[config.mk]
export PLATFORM = sky130hd
export DESIGN_NAME = instr_encoder
export DESIGN_NICKNAME = d
export VERILOG_FILES = /design/src/rtl/instr_encoder.sv
export SDC_FILE = /design/constraint.sdc
export NUM_CORES = 1
export LEC_CHECK = 0
export ABC_CLOCK_PERIOD_IN_PS = 1650
export CAP_MARGIN = 40
export CORE_AREA = 3 3 117 119
export CTS_CLUSTER_DIAMETER = 80
export DETAILED_ROUTE_END_ITERATION = 8
export DIE_AREA = 0 0 120 122
export GPL_ROUTABILITY_DRIVEN = 0
export HOLD_SLACK_MARGIN = 0.06
export PLACE_DENSITY = 0.69
export SLEW_MARGIN = 25
export SYNTH_ARGS = -nofsm -noshare
export SYNTH_HDL_FRONTEND = slang
export SYNTH_SLANG_ARGS = --single-unit
[constraint.sdc]
create_clock -name clk -period 1.65 [get_ports clk]
set_input_delay 0.33 -clock clk [delete_from_list [all_inputs] [get_ports clk]]
set_output_delay 0.33 -clock clk [all_outputs]
set_load 0.01 [all_outputs]
[src/rtl/instr_encoder.sv]
// Assembles MIPS instruction words from decoded fields and writes them sequentially to program memory.
// Optional build macro INSTR_ENCODER_CHECKSUM_EN adds a running XOR checksum of written words.
//   state | meaning
//   IDLE  | ready for a field bundle
//   ENC   | encode captured fields into mem_wdata
//   WR    | single-cycle memory write strobe
//   FULL  | MEMORY_DEPTH words written, wait for clear
module instr_encoder #(
   parameter int MEMORY_DEPTH = 64,
   parameter int ADDR_WIDTH   = 6
) (
   input  logic                  clk,
   input  logic                  reset,
   input  logic                  clear,
   input  logic                  in_valid,
   output logic                  in_ready,
   input  logic [5:0]            op,
   input  logic [4:0]            rs,
   input  logic [4:0]            rt,
   input  logic [4:0]            rd,
   input  logic [4:0]            shamt,
   input  logic [5:0]            funct,
   input  logic [15:0]           imm,
   input  logic [25:0]           target,
   output logic                  mem_we,
   output logic [ADDR_WIDTH-1:0] mem_addr,
   output logic [31:0]           mem_wdata,
   output logic [ADDR_WIDTH:0]   count,
   output logic                  full,
   output logic                  err
`ifdef INSTR_ENCODER_CHECKSUM_EN
   ,
   output logic [31:0]           checksum
`endif
);

   localparam logic [5:0] OP_R    = 6'h00;
   localparam logic [5:0] OP_J    = 6'h02;
   localparam logic [5:0] OP_JAL  = 6'h03;
   localparam logic [5:0] OP_BEQ  = 6'h04;
   localparam logic [5:0] OP_BNE  = 6'h05;
   localparam logic [5:0] OP_ADDI = 6'h08;
   localparam logic [5:0] OP_ORI  = 6'h0D;
   localparam logic [5:0] OP_LUI  = 6'h0F;
   localparam logic [ADDR_WIDTH:0] depthCount = (ADDR_WIDTH + 1)'(MEMORY_DEPTH);

   typedef enum logic [1:0] {IDLE, ENC, WR, FULL} state_t;

   state_t stateQ, stateD;

   logic [5:0]  opQ;
   logic [4:0]  rsQ, rtQ, rdQ, shamtQ;
   logic [5:0]  functQ;
   logic [15:0] immQ;
   logic [25:0] targetQ;

   logic        accept;
   logic        opOk;
   logic [31:0] encWord;
   logic [ADDR_WIDTH:0] countInc;

   assign countInc = count + 1'b1;
   assign in_ready = (stateQ == IDLE) && !reset;
   assign accept   = in_ready && in_valid && !clear;
   // A clear or reset in the write cycle drops the in-flight word.
   assign mem_we   = (stateQ == WR) && !clear && !reset;
   assign mem_addr = count[ADDR_WIDTH-1:0];
   assign full     = (count == depthCount);

   always_comb begin
      opOk    = 1'b1;
      encWord = 32'h0;
      case (opQ)
         OP_R:                             encWord = {OP_R, rsQ, rtQ, rdQ, shamtQ, functQ};
         OP_ADDI, OP_ORI, OP_BEQ, OP_BNE:  encWord = {opQ, rsQ, rtQ, immQ};
         OP_LUI:                           encWord = {opQ, 5'd0, rtQ, immQ};
         OP_J, OP_JAL:                     encWord = {opQ, targetQ};
         default:                          opOk    = 1'b0;
      endcase
   end

   always_comb begin
      stateD = stateQ;
      case (stateQ)
         IDLE:    if (accept) stateD = ENC;
         ENC:     stateD = opOk ? WR : IDLE;
         WR:      stateD = (countInc == depthCount) ? FULL : IDLE;
         FULL:    stateD = FULL;
         default: stateD = IDLE;
      endcase
      if (clear) stateD = IDLE;
   end

   always_ff @(posedge clk) begin
      if (reset) begin
         stateQ    <= IDLE;
         opQ       <= '0;
         rsQ       <= '0;
         rtQ       <= '0;
         rdQ       <= '0;
         shamtQ    <= '0;
         functQ    <= '0;
         immQ      <= '0;
         targetQ   <= '0;
         mem_wdata <= '0;
         count     <= '0;
         err       <= 1'b0;
      end else begin
         stateQ <= stateD;
         if (accept) begin
            opQ     <= op;
            rsQ     <= rs;
            rtQ     <= rt;
            rdQ     <= rd;
            shamtQ  <= shamt;
            functQ  <= funct;
            immQ    <= imm;
            targetQ <= target;
         end
         if (stateQ == ENC && opOk) mem_wdata <= encWord;
         if (clear) begin
            count <= '0;
            err   <= 1'b0;
         end else begin
            if (stateQ == ENC && !opOk) err <= 1'b1;
            if (mem_we) count <= countInc;
         end
      end
   end

`ifdef INSTR_ENCODER_CHECKSUM_EN
   always_ff @(posedge clk) begin
      if (reset || clear) checksum <= '0;
      else if (mem_we)    checksum <= checksum ^ mem_wdata;
   end
`endif

endmodule

## Yosys cells after proc, flatten, opt, wreduce, memory -nomap -nowiden

Index checks and enable logic that the tools add are counted.

- Bits in registers: 116
- Output and inout bits: 49

- $add $sub $neg: 1
- Eq/ne operators: 13
- Multiplexer cells: 6
- Reduce and logical (&&, ||, !) cells: 16

Operators by type and width:

| cell | number |
|---|---|
| $pmux 32 s4 | 1 |
| $eq 6x4->1 const B | 3 |
| $eq 7x7->1 const B | 2 |
| $eq 6x2->1 const B | 2 |
| $eq 6x3->1 const B | 2 |
| $pmux 2 s4 | 1 |
| $reduce_or 8->1 | 1 |
| $add 7x1->7 const B | 1 |
| $logic_and 1x1->1 | 7 |
| $logic_not 6->1 | 1 |
| $mux 2 | 3 |
| $eq 2x2->1 const B | 2 |
| $reduce_or 2->1 | 2 |
| $reduce_or 4->1 | 1 |
| $logic_not 1->1 | 3 |
| $eq 2x1->1 const B | 1 |
| $logic_not 2->1 | 1 |
| $ne 2x2->1 const B | 1 |
| $mux 1 | 1 |

## Depth between registers and ports, before layout

- Word-level depth: 6
- Gate-level depth with buffers: 8
- Gate-level depth less buffers: 5

## Least setup slack after synthesis

OpenSTA, ideal clock, no wires.

- Path kind: input port to flip-flop
- Start: in reset
- End: reg opQ[3]
- Data arrival time: 1625 ps
- Required time: 1563 ps
- Slack: -62 ps
- Stages: 8
- Buffers on the path: 4
- Cell sequence: buf_2 or2_1 nor4b_4 buf_2 buf_4 buf_6 nand2_1 o31ai_1

- Cells in the longest elaborated chain, start to end: 4

RTL lines:

| element | line | RTL |
|---|---|---|
| start: declaration | 13 | `input logic reset,` |
| $logic_not 1->1 | 63 | `assign in_ready = (stateQ == IDLE) && !reset;` |
| $logic_and 1x1->1 | 63 |  |
| $logic_and 1x1->1 (2 in series) | 64 | `assign accept = in_ready && in_valid && !clear;` |
| end signal: assignment | 111 | `opQ <= op;` |
| end: declaration | 51 | `logic [5:0] opQ;` |

Parallel ways exist; a longest one is shown, timed or not.
A chain may end at the register's enable or synchronous reset.

## Worst setup path in the final report

- Start: reg opQ[1]
- End: reg mem_wdata[9]

- Cells in the longest elaborated chain, start to end: 4
- Elaborated cells between the ends (all ways): 14

RTL lines:

| element | line | RTL |
|---|---|---|
| $eq 6x2->1, or another cell as far along | 73 | `case (opQ)` |
| $reduce_or 8->1 (no line) | -- |  |
| $mux 1 | 73 |  |
| $logic_and 1x1->1 | 120 | `if (stateQ == ENC && opOk) mem_wdata <= encWord;` |
| end signal: assignment | 120 |  |
| end: declaration | 27 | `output logic [31:0] mem_wdata,` |

Parallel ways exist; a longest one is shown, timed or not.

==> run summary <==
Final Slew Violations = 0
Highest cell delay on the worst timing path = 410 ps
Total via count after detailed routing = 4911
Buffer type at the clock tree root = clkbuf_16
Data arrival time at the worst-slack endpoint = 2030 ps
Skew-Pair Late Insertion Delay = 400 ps
Clock tree from TritonCTS = done
Detailed placer's ending HPWL = 9780 um
Critical Path RT = 1960 ps
Switching part of the total = 24.9%
Max Buffers Root-to-Sink = 2
Die outline height = 122 um
Worst-path clk slew = 50 ps
# fillers = 1059
Syn-to-layout area delta = 54.4%
Final Net Count = 820
Layout cells sized above 1 = 20.7%
Via count of the first global-routing pass = 4693
Overall track demand over capacity in global routing = 19.8%
Antenna diode instance count = 0
Detailed-route wire length per cell = 17.2 um
Number of flops mapped to enable cells by yosys = 0
Register share of total power = 39.2%
Count of buffers inserted at the top-level ports = 126
Starting density of the core = 40.1%
Clock Sinks = 116
Core Area = 12700 um^2
Setup Slack @ Placement = -327 ps
Crit end category = flip-flop
Slew at the pin closest to its max-slew limit = 825 ps
Placement row count = 41
Xor-xnor portion of the synthesized cell area = 0.862%
Die width = 120 um
P_sw = 1930 uW
Worst max-slew margin expressed relative to the limit = 45.0%
Violations in the final reports = setup timing
H-Tree Depth = 4
Worst vdd ir = 0.577 mV
Worst reg-to-reg setup slack = -60 ps
Post-synth top area cell = dfxtp_1
Setup clock skew after layout = 7.22 ps
Status = complete, but fails checks
Complex-gate fraction of the synthesized area = 24.4%
Comb power frac = 13.9%
Tmin final = 1710 ps
Fraction of synthesized area in multiplexers = 0%
Count of final hold-check violations = 0
Area enclosed by the die boundary = 14600 um^2
Share of synthesized area occupied by flip-flops and latches = 45.7%
Global-route wire length before repair = 23300 um
Post-route worst setup slack = -63.4 ps
Mapped Area = 5080 um^2
GRT Max-Usage Layer = met2
Count of unique library cells instantiated by Yosys = 56
Largest net degree at the start of global routing = 95
Fraction of post-synthesis cell area in the top cell type by area = 45.7%
Post-detailed-routing wire length = 15900 um
Utilization after layout = 61.9%
Clock Power Share = 46.9%
Global Route met1 Usage = 25.2%
Drt first-iter violations = 518
Vias per inst = 5.31
Startpoint Class = flip-flop
GR met2 Demand/Resource = 33.2%
P_leak = 0.00321 uW
Synth Area per Inst = 8.93 um^2
Hold slack = 393 ps
Part of the cycle the worst path needs = 104%
Worst hold path type = input port to flip-flop
Detail Route Antenna Nets = 0
Simple-gate share of the synthesized area = 21.9%
I/O pin count = 127
Number of warning messages in the yosys log = 0
Pre-Repair DR Iteration Count = 7
Post-route DRC violation count = 0
Area contributors post-synth = dfxtp_1 (46%), nand2b_1 (9.1%), o21ai_0 (7.3%), nand2_1 (6.0%), a21oi_1 (3.2%)
Setup Crit Path Kind = flip-flop to flip-flop
Chain of cells forming the critical path = or3_4, a221oi_4, buf_12, a222oi_1, a211oi_2
# Max-Cap Violations = 0
Gate count of the mapped netlist = 569
Synth Register Bits = 116
Achievable clock frequency = 584 MHz
Top flip-flop cell by instance count after synthesis = dfxtp_1
Adder-cell area share of the yosys netlist = 0.739%
Total CTS buffers = 17
Main combinational cell family by area after synthesis = compound AO/OA/AOI/OAI gates
Initial antenna violation count = 0
PwrDens = 985 nW/um^2
Slowest-stage cell, CP = or3_4
Global Route met3 Usage = 5.25%
Net count after synthesis = 650
Maximum fanout along the worst path = 16
Share of async-settable or async-resettable flops after synthesis = 0%
Internal power = 5800 uW
Final setup viols = 12
Unrepaired setup endpoints after global routing = true
Overflow after GRT = 0
synth_stat cells, drive strengths merged, types with 2 or more instances:
cell type,n
dfxtp,116
nand2,81
o21ai,81
nand2b,75
buf,37
a21oi,33
a211oi,28
clkbuf,18
a222oi,16
nor2,9
a22oi,5
a32oi,5
inv,5
nor3,5
or3,5
nand3,4
nor2b,4
nor4,4
xnor2,4
a31oi,3
ha,3
nor3b,3
nand3b,2
nor4b,2
or2,2
registers in the layout (all words and copies together), names as in the netlist:
signal     cells
shamtQ         5
rsQ            5
rdQ            5
immQ          16
targetQ       26
stateQ         2
functQ         6
err            1
opQ            6
rtQ            5
count          7
mem_wdata     32
kinds of logic (layout without fill, tap and decap cells):
logic type	count (synthesis)	count (layout)
AO/OA/AOI/OAI	183	183
XOR/XNOR	5	5
adder cells (fa/ha/maj)	3	3
buffers and inverters	60	242
flip-flops	116	116
AND/OR/NAND/NOR	202	203
power groups by stage:
| stage | sequential, uW | clock, uW | combinational [uW] |
|---|---|---|---|
| 2_1_floorplan | 3070 | 0 | 460 |
| 3_3_place_gp | 3080 | 0 | 926 |
| 3_5_place_dp | 3080 | 0 | 939 |
| 4_1_cts | 3030 | 3660 | 969 |
| 5_1_grt | 3040 | 3820 | 1150 |
| 6_report | 3030 | 3620 | 1080 |
routing by layer:
layer,share of wire [%],up-vias,routed length (um)
met3,7.1,17,1130
met4,1.1,0,170
met5,0,-,0
met2,49,212,7880
li1,-,2353,-
met1,42,2329,6760
stage by stage:
| step | area, um^2 | total power, uW | instances | setup TNS [ps] |
|---|---|---|---|---|
| floorplan | 5110 | 3530 | 569 | -413 |
| global placement | 6760 | 4010 | 867 | -24670 |
| detailed placement | 6760 | 4020 | 867 | -25310 |
| CTS | 7390 | 7650 | 904 | -344 |
| global route | 7850 | 8010 | 924 | -1830 |
| finish | 7850 | 7730 | 924 | -221 |
layout make-up:
| type | instances | area, um^2 | share of cell area, % |
|---|---|---|---|
| clock inverters | 14 | 154 | 1.96 |
| flip-flops and latches | 116 | 2340 | 29.8 |
| clock buffers | 18 | 439 | 5.60 |
| repair buffers | 205 | 2160 | 27.6 |
| multi-input cells | 394 | 2520 | 32.1 |
| well taps | 172 | 215 | 2.74 |
| inverters | 5 | 18.8 | 0.239 |
final timing paths:
check / start / endpoint / cells after the start
worst max-delay path: opQ[1]$_SDFFE_PP0P_ / mem_wdata[9]$_SDFFE_PP0P_ / 5
worst max register to register: opQ[1]$_SDFFE_PP0P_ / mem_wdata[9]$_SDFFE_PP0P_ / 5
worst min register to register: mem_wdata[31]$_SDFFE_PP0P_ / mem_wdata[31]$_SDFFE_PP0P_ / 1
worst min-delay path: reset / mem_wdata[23]$_SDFFE_PP0P_ / 3
repair_timing:
action | 4_1_cts | 5_1_grt
endpoints found under the setup margin | 55 | 106
hold buffers | 0 | 0
setup buffers | 4 | 11
hold endpoints to repair | 0 | 0
resized for setup | 42 | 53
pin swaps | 6 | 9
cloned | 1 | 10
cell usage in the layout (no fill, tap or decap), drive strengths merged, types with 2 or more instances in the layout:
cell           instances
a21oi                 33
nor4                   4
xnor2                  4
a222oi                16
nand2b                75
or3                    5
a22oi                  5
clkinv                 4
inv                    7
dlymetal6s2s          20
o21ai                 81
nand2                 81
bufinv                 2
clkinvlp               6
a32oi                  5
a31oi                  3
nor4b                  2
dlygate4sd2           19
nor2b                  4
nor3b                  3
nor3                   5
or2                    2
a211oi                28
nor2                  10
buf                   75
clkdlybuf4s50         83
dfxtp                116
nand3b                 2
nand3                  4
clkbuf                26
ha                     3
critical path, delay by kind of cell (launching register included):
family,cells,cell delay [ps]
AO/OA/AOI/OAI,3,660
buffers and inverters,1,190
flip-flops,1,370
AND/OR/NAND/NOR,1,410
Power figures use the tool's default switching activity.
